==> src/rtl/score_pkg.sv <==
// Shared constants and FSM state type for the score keeper / BCD converter.
package score_pkg;
  localparam int SCORE_MAX  = 999999;
  localparam int BIN_W_DEF  = 20;
  localparam int DIGITS_DEF = 6;
  localparam int ADD_W_DEF  = 8;

  typedef enum logic [1:0] {IDLE, LOAD, SHIFT, DONE} state_e;
endpackage

==> src/rtl/bcd_adjust.sv <==
// Double-dabble digit correction: add 3 to a BCD digit of 5 or more before the shift.
module bcd_adjust (
  input  logic [3:0] din,
  output logic [3:0] dout
);
  assign dout = (din >= 4'd5) ? din + 4'd3 : din;
endmodule

==> src/rtl/score_bcd_seq.sv <==
// Saturating score keeper with a shared sequential double-dabble BCD converter.
// Optional SCORE_LEADING_ZERO_BLANK_EN: registered leading-zero blank mask.
module score_bcd_seq
  import score_pkg::*;
#(
  parameter int BIN_W  = BIN_W_DEF,
  parameter int DIGITS = DIGITS_DEF,
  parameter int ADD_W  = ADD_W_DEF
) (
  input  logic                  clk,
  input  logic                  rst_n,
  input  logic                  add_valid,
  input  logic [ADD_W-1:0]      add_value,
  output logic                  add_ready,
  input  logic                  clear,
  output logic [BIN_W-1:0]      score,
  output logic [4*DIGITS-1:0]   bcd_digits,
  output logic                  digits_valid,
  output logic                  busy,
  output logic                  overflow,
  output logic [DIGITS-1:0]     blank_mask
);
  localparam int CNT_W = (BIN_W > 1) ? $clog2(BIN_W) : 1;
  localparam logic [CNT_W-1:0] LAST = CNT_W'(BIN_W - 1);

  state_e                     state_q, state_d;
  logic [CNT_W-1:0]           cnt_q;
  logic [BIN_W-1:0]           score_q, bin_q;
  logic [DIGITS-1:0][3:0]     acc_q, adj, bcd_q;
  logic                       dvalid_q, ovf_q, accept, sat;
  logic [BIN_W:0]             sum;

  assign add_ready    = (state_q == IDLE) && !clear;
  assign accept       = add_valid && add_ready;
  assign busy         = (state_q != IDLE);
  assign score        = score_q;
  assign bcd_digits   = bcd_q;
  assign digits_valid = dvalid_q;
  assign overflow     = ovf_q;

  assign sum = {1'b0, score_q} + (BIN_W+1)'(add_value);
  assign sat = (sum > (BIN_W+1)'(SCORE_MAX));

  for (genvar d = 0; d < DIGITS; d++) begin : g_adj
    bcd_adjust u_adj (.din(acc_q[d]), .dout(adj[d]));
  end

  always_comb begin
    state_d = state_q;
    unique case (state_q)
      IDLE:    if (accept) state_d = LOAD;
      LOAD:    state_d = SHIFT;
      SHIFT:   if (cnt_q == LAST) state_d = DONE;
      DONE:    state_d = IDLE;
      default: state_d = IDLE;
    endcase
    // clear restarts the conversion from any state, aborting one in flight
    if (clear) state_d = LOAD;
  end

  always_ff @(posedge clk or negedge rst_n) begin
    if (!rst_n) state_q <= IDLE;
    else        state_q <= state_d;
  end

  always_ff @(posedge clk or negedge rst_n) begin
    if (!rst_n) begin
      score_q  <= '0;
      ovf_q    <= 1'b0;
      dvalid_q <= 1'b1;
      bin_q    <= '0;
      acc_q    <= '0;
      bcd_q    <= '0;
      cnt_q    <= '0;
    end else begin
      if (clear) begin
        score_q  <= '0;
        ovf_q    <= 1'b0;
        dvalid_q <= 1'b0;
      end else if (accept) begin
        score_q  <= sat ? BIN_W'(SCORE_MAX) : sum[BIN_W-1:0];
        if (sat) ovf_q <= 1'b1;
        dvalid_q <= 1'b0;
      end
      unique case (state_q)
        LOAD: begin
          bin_q <= score_q;
          acc_q <= '0;
          cnt_q <= '0;
        end
        SHIFT: begin
          {acc_q, bin_q} <= {adj, bin_q} << 1;
          cnt_q          <= cnt_q + 1'b1;
        end
        // a clear landing on DONE would publish digits of the old score
        DONE: if (!clear) begin
          bcd_q    <= acc_q;
          dvalid_q <= 1'b1;
        end
        default: ;
      endcase
    end
  end

`ifdef SCORE_LEADING_ZERO_BLANK_EN
  logic [DIGITS-1:0] mask_d, mask_q;
  logic              hi_zero;

  always_comb begin
    mask_d  = '0;
    hi_zero = 1'b1;
    for (int i = DIGITS - 1; i >= 1; i--) begin
      hi_zero   = hi_zero && (acc_q[i] == 4'd0);
      mask_d[i] = hi_zero;
    end
  end

  always_ff @(posedge clk or negedge rst_n) begin
    if (!rst_n)                           mask_q <= {{(DIGITS-1){1'b1}}, 1'b0};
    else if (state_q == DONE && !clear)   mask_q <= mask_d;
  end

  assign blank_mask = mask_q;
`else
  assign blank_mask = '0;
`endif
endmodule

==> config.mk <==
export PLATFORM = sky130hd
export DESIGN_NAME = score_bcd_seq
export DESIGN_NICKNAME = d
export VERILOG_FILES = /design/src/rtl/score_pkg.sv /design/src/rtl/bcd_adjust.sv /design/src/rtl/score_bcd_seq.sv
export SDC_FILE = /design/constraint.sdc
export NUM_CORES = 1
export LEC_CHECK = 0
export ABC_AREA = 1
export ABC_CLOCK_PERIOD_IN_PS = 5600
export BUFFER_PORTS_ARGS = -buffer_cell sky130_fd_sc_hd__clkbuf_2
export CORE_UTILIZATION = 50
export CTS_BUF_LIST = sky130_fd_sc_hd__clkbuf_16
export DETAILED_ROUTE_END_ITERATION = 10
export GPL_ROUTABILITY_DRIVEN = 0
export GPL_TIMING_DRIVEN = 0
export PLACE_DENSITY = 0.7
export SLEW_MARGIN = 20
export SYNTH_ARGS = -nofsm -noshare
export SYNTH_HDL_FRONTEND = slang
export SYNTH_SLANG_ARGS = --single-unit
==> constraint.sdc <==
create_clock -name clk -period 5.6 [get_ports clk]
set_input_delay 1.68 -clock clk [delete_from_list [all_inputs] [get_ports clk]]
set_output_delay 1.68 -clock clk [all_outputs]
set_load 0.05 [all_outputs]
# == After elaboration in Yosys (flattened, before gate mapping) ==
# Index checks and enable logic that the tools add are counted.
# totals
ff_bits,97
in_bits,12
elab_cells,74
# classes
add_sub_neg,8
n_lt_le_gt_ge,7
n_eq_ne,6
muxes,23
bitwise_logic,1
n_reduce_logical,11
# op_table
cell,n
$mux W20,3
$pmux W24 S2,1
$pmux W20 S2,1
$ge A4 B3 Y1 const B,6
$add A20 B8 Y21,1
$gt A21 B20 Y1 const B,1
$add A4 B2 Y4 const B,5
$mux W4,5
$pmux W5 S2,1
$pmux W2 S4,1
$reduce_bool A2 Y1,4
$mux W1,7
$mux W2,3
$ne A3 B3 Y1 const B,2
$reduce_and A2 Y1,3
$add A5 B1 Y5 const B,1
$eq A5 B5 Y1 const B,1
$eq A2 B2 Y1 const B,2
$add A3 B2 Y3 const B,1
$mux W3,1
$eq A2 B1 Y1 const B,1
$logic_and A1 B1 Y1,2
$logic_not A2 Y1,1
$logic_not A1 Y1,1
$not A1 Y1,1

# == Longest topological paths before layout ==
# depth
ltp_word,7
depth_mapped,18

# == Cells and area by module ==
# A second synthesis with hierarchy kept.
# unflattened
cells_unflattened,760
area_unflattened_um2,5855.6
# by_module_without_submodules
mod,n_inst,cells_each,area_per_inst_um2,seq_area_each_um2
score_bcd_seq,1,622,5044.8,2428.6
bcd_adjust,6,23,135.1,0.0

# == Least setup slack after synthesis ==
# Ideal clock, no wire load.
# synth_path
path_kind,input -> output
startpoint,input port clear
endpoint,output port add_ready
arrival_time_ns,2.362
required_time_ns,3.920
setup_slack_ns,1.558
path_stages,1
n_path_buf,0
path_cell_list,nor2_1
# synth_via
elab_chain_cells,2
# synth_rtl
item,line,text
"start, declared",score_bcd_seq.sv:15,"input logic clear,"
$logic_not A1 Y1,-,
$logic_and A1 B1 Y1,score_bcd_seq.sv:33,assign add_ready = (state_q == IDLE) && !clear;
"end, declared",score_bcd_seq.sv:14,"output logic add_ready,"
# No other way between the ends.

# == Worst setup path after layout ==
# Ends and elaborated chain as after synthesis.

==> impl_metrics.csv <==
group,metric,value,unit
timing,final-setup-viol-count,0,
worst_hold_path,whs_path_depth,2,
drt,routed.top_layer,"met4",
floorplan,die_h,107,µm
global_route,grt_pass1_wl,23000,µm
timing,achievable-frequency,240,MHz
cts,postCtsSetupRepairBufs,0,
floorplan,floorplan_core_area,10800,µm²
power,vdd_drop_max,0.177,mV
cts,cts_buffers,9,
yosys,multiplexer_share_of_the_synthesized_area,0,%
finish,area_delta_synth_final,15.5,%
critical_path,timing.setup.critical_path_class,"in -> out",
floorplan,die_area,11500,µm²
cts,cts_root_buf,"clkbuf_16",
cts,clk_path_buf_depth,2,
cts,cts-htree-levels,3,
floorplan,starting_density,51.3,%
worst_hold_path,min-delay-start,"digits_valid$_DFF_PN1_",
finish,fin_cells,925,
finish,filler_cell_count_in_the_final_layout,954,
yosys,synth_adder_area_share,6.01,%
drt,wl_met1,5980,µm
yosys,synth.area.top_cells,"dfrtp_1, nand2_1, ha_1, inv_1, o21ai_0",
critical_path,setup.worst_path.end_class,"output port",
place,dpl_worst_slack,1.44,ns
critical_path,required,3.92,ns
power,total_leakage_power,0.00318,µW
yosys,ffs_w_async_s_r_synth,100,%
worst_hold_path,type_of_the_tightest_min_delay_check,"reg -> reg",
yosys,post_synth_design_cell_area,5540,µm²
worst_hold_path,worst_hold_path.endpoint,"digits_valid$_DFF_PN1_",
place,place.port_buffers,59,
global_route,grt_overflow_total,0,
yosys,dominant_combinational_cell_family_by_area_after_synthesis,"simple AND/OR/NAND/NOR gates",
floorplan,floorplan.io_pins,66,
drt,avgRoutedWirePerCell,14.9,µm
yosys,synth-seq-cells,97,
yosys,yosysSeqAreaShare,43.9,%
yosys,yosys_warns,0,
cts,post_cts_resize_count,0,
yosys,synth-compound-area-share,11.0,%
timing,setup_repair_after_global_routing_missed_its_margin,"no",
yosys,synth_area_per_cell,7.87,µm²
yosys,synthFlopType,"dfrtp_1",
cts,holdBufCountCts,0,
floorplan,rows,38,
timing,final_min_period_over_clock_period,74.3,%
critical_path,worst_r2r_startpoint,"score[0]$_DFFE_PN0P_",
yosys,syn_inst,704,
status,run_status,"finished clean",
cts,insertion_delay,0.35,ns
critical_path,critical_path.max_fanout,6,
timing,period_minus_slack,4.16,ns
timing,hold_violations,0,
timing,skew,0.00718,ns
finish,layout.nets,818,
critical_path,arrival,2.48,ns
yosys,yosys.cell_types.count,44,
power,power_per_cell_area,340,nW/µm²
global_route,grt_pass1_vias,4792,
critical_path,setup.reg_to_reg.worst_slack,2.83,ns
timing,timing.final.max_slew_violations,0,
yosys,yosys.area.top_type_share,43.4,%
cts,clk_pin_slew_worst_paths,0.06,ns
finish,final_common_cell,"nand2_1",
critical_path,worst_setup_path_start_kind,"input port",
flow_run,number_of_maximum_capacitance_constraint_violations,0,
yosys,synth_xor_xnor_area_share,1.42,%
floorplan,fp.dieW,107,µm
cts,numClockSinks,97,
timing,worst_max_slew_pin_slew,0.569,ns
drt,wl_met2,6800,µm
yosys,synth-edff-count,0,
yosys,yosys.area_share.simple,29.0,%
global_route,antenna_found_initial,0,
power,post-layout-total-power,2170,µW
cts,tritoncts,"built",
critical_path,reg2reg_to,"score[19]$_DFFE_PN0P_",
finish,post_route_cells_drive_above_1_share,18.0,%
yosys,synthDominantAreaCellType,"dfrtp_1",
drt,route.met3.wl,596,µm
timing,max-slew-margin-rel,61.9,%
drt,detail_route.wirelength,13800,µm
drt,drt-vias-per-instance,5.32,
finish,mostFrequentLayoutCells,"nand2_1, dfrtp_1, inv_1",
timing,final.setup.worst_slack,1.44,ns
place,place.detailed.hpwl,10200,µm
drt,dr.first_iter.drc_count,335,
timing,setup_total_negative_slack,0,ns
drt,route.detailed.drc,0,
drt,detailroute.via_count,4917,
place,placed_cells,909,
drt,pre_antenna_drt_iters,4,
critical_path,worst_r2r_path_depth,18,
global_route,pin_count_of_the_biggest_net_entering_global_routing,55,
drt,drt.antenna.violating_nets,0,
finish,insertedDiodeCount,0,
global_route,groute.usage.overall,25.8,%
-- synthesized netlist by cell type (11+ instances only) --
| library cell | n |
|---|---|
| nand3_1 | 49 |
| o21ai_0 | 56 |
| a21oi_1 | 13 |
| inv_1 | 82 |
| nor2_1 | 30 |
| clkbuf_1 | 11 |
| ha_1 | 25 |
| o211ai_1 | 14 |
| nand2_2 | 16 |
| o22ai_1 | 12 |
| nand2_1 | 211 |
| dfrtp_1 | 96 |
-- registers in the layout (all words and copies together) (netlist names) --
name          flops
bcd_digits       24
state_q           2
digits_valid      1
overflow          1
acc_q            24
score            20
cnt_q             5
bin_q            20
-- worst max-delay path by stage --
stage	start	depth (start not counted)	slack, ns	endpoint
CTS	clear	3	1.44	add_ready
finish	clear	3	1.44	add_ready
floorplan	clear	1	1.56	add_ready
global route	clear	3	1.43	add_ready
detailed placement	clear	3	1.44	add_ready
global placement	clear	3	1.48	add_ready
-- power by group --
part / switching [µW] / total (µW) / internal [µW]
combinational: 516 / 676 / 160
clock: 267 / 700 / 433
sequential: 39.6 / 796 / 757
total: 823 / 2170 / 1350
-- worst max-delay path, cell delays in order --
cell and delay (ns):
clkbuf_2 0.17, nor2_1 0.29, clkbuf_2 0.34
-- cell families (layout without fill, tap and decap cells) --
group | count (synthesis) | in the layout
compound gates | 105 | 105
buf+inv | 115 | 191
other cells | 1 | 6
fa+ha+maj | 26 | 26
flops | 97 | 97
simple gates | 351 | 351
xor+xnor | 9 | 9
-- final cells by class --
cell class | count | area [µm²] | share of cell area [%]
multi-input cells | 497 | 2650 | 41.4
flip-flops and latches | 97 | 2430 | 38.0
inverters | 91 | 342 | 5.34
repair buffers | 60 | 332 | 5.18
clock buffers | 9 | 225 | 3.52
well taps | 140 | 175 | 2.74
plain buffers | 24 | 136 | 2.13
clock inverters | 7 | 110 | 1.72
-- layer usage --
metal,vias to the layer above,track usage (%)
li1,2415,-
met1,2323,31.9
met2,146,44.4
met3,33,3.34
met4,0,12.4
met5,-,0
-- per-stage QoR --
stage / cell area (µm²) / utilization, % / hold WS (ns)
3_3_place_gp: 6030 / 55.8 / 0.457
2_1_floorplan: 5560 / - / 0.459
4_1_cts: 6400 / 59.3 / 0.466
5_1_grt: 6400 / 59.3 / 0.485
6_report: 6400 / 59.3 / 0.464
3_5_place_dp: 6060 / 56.2 / 0.457
Power figures use the tool's default switching activity.
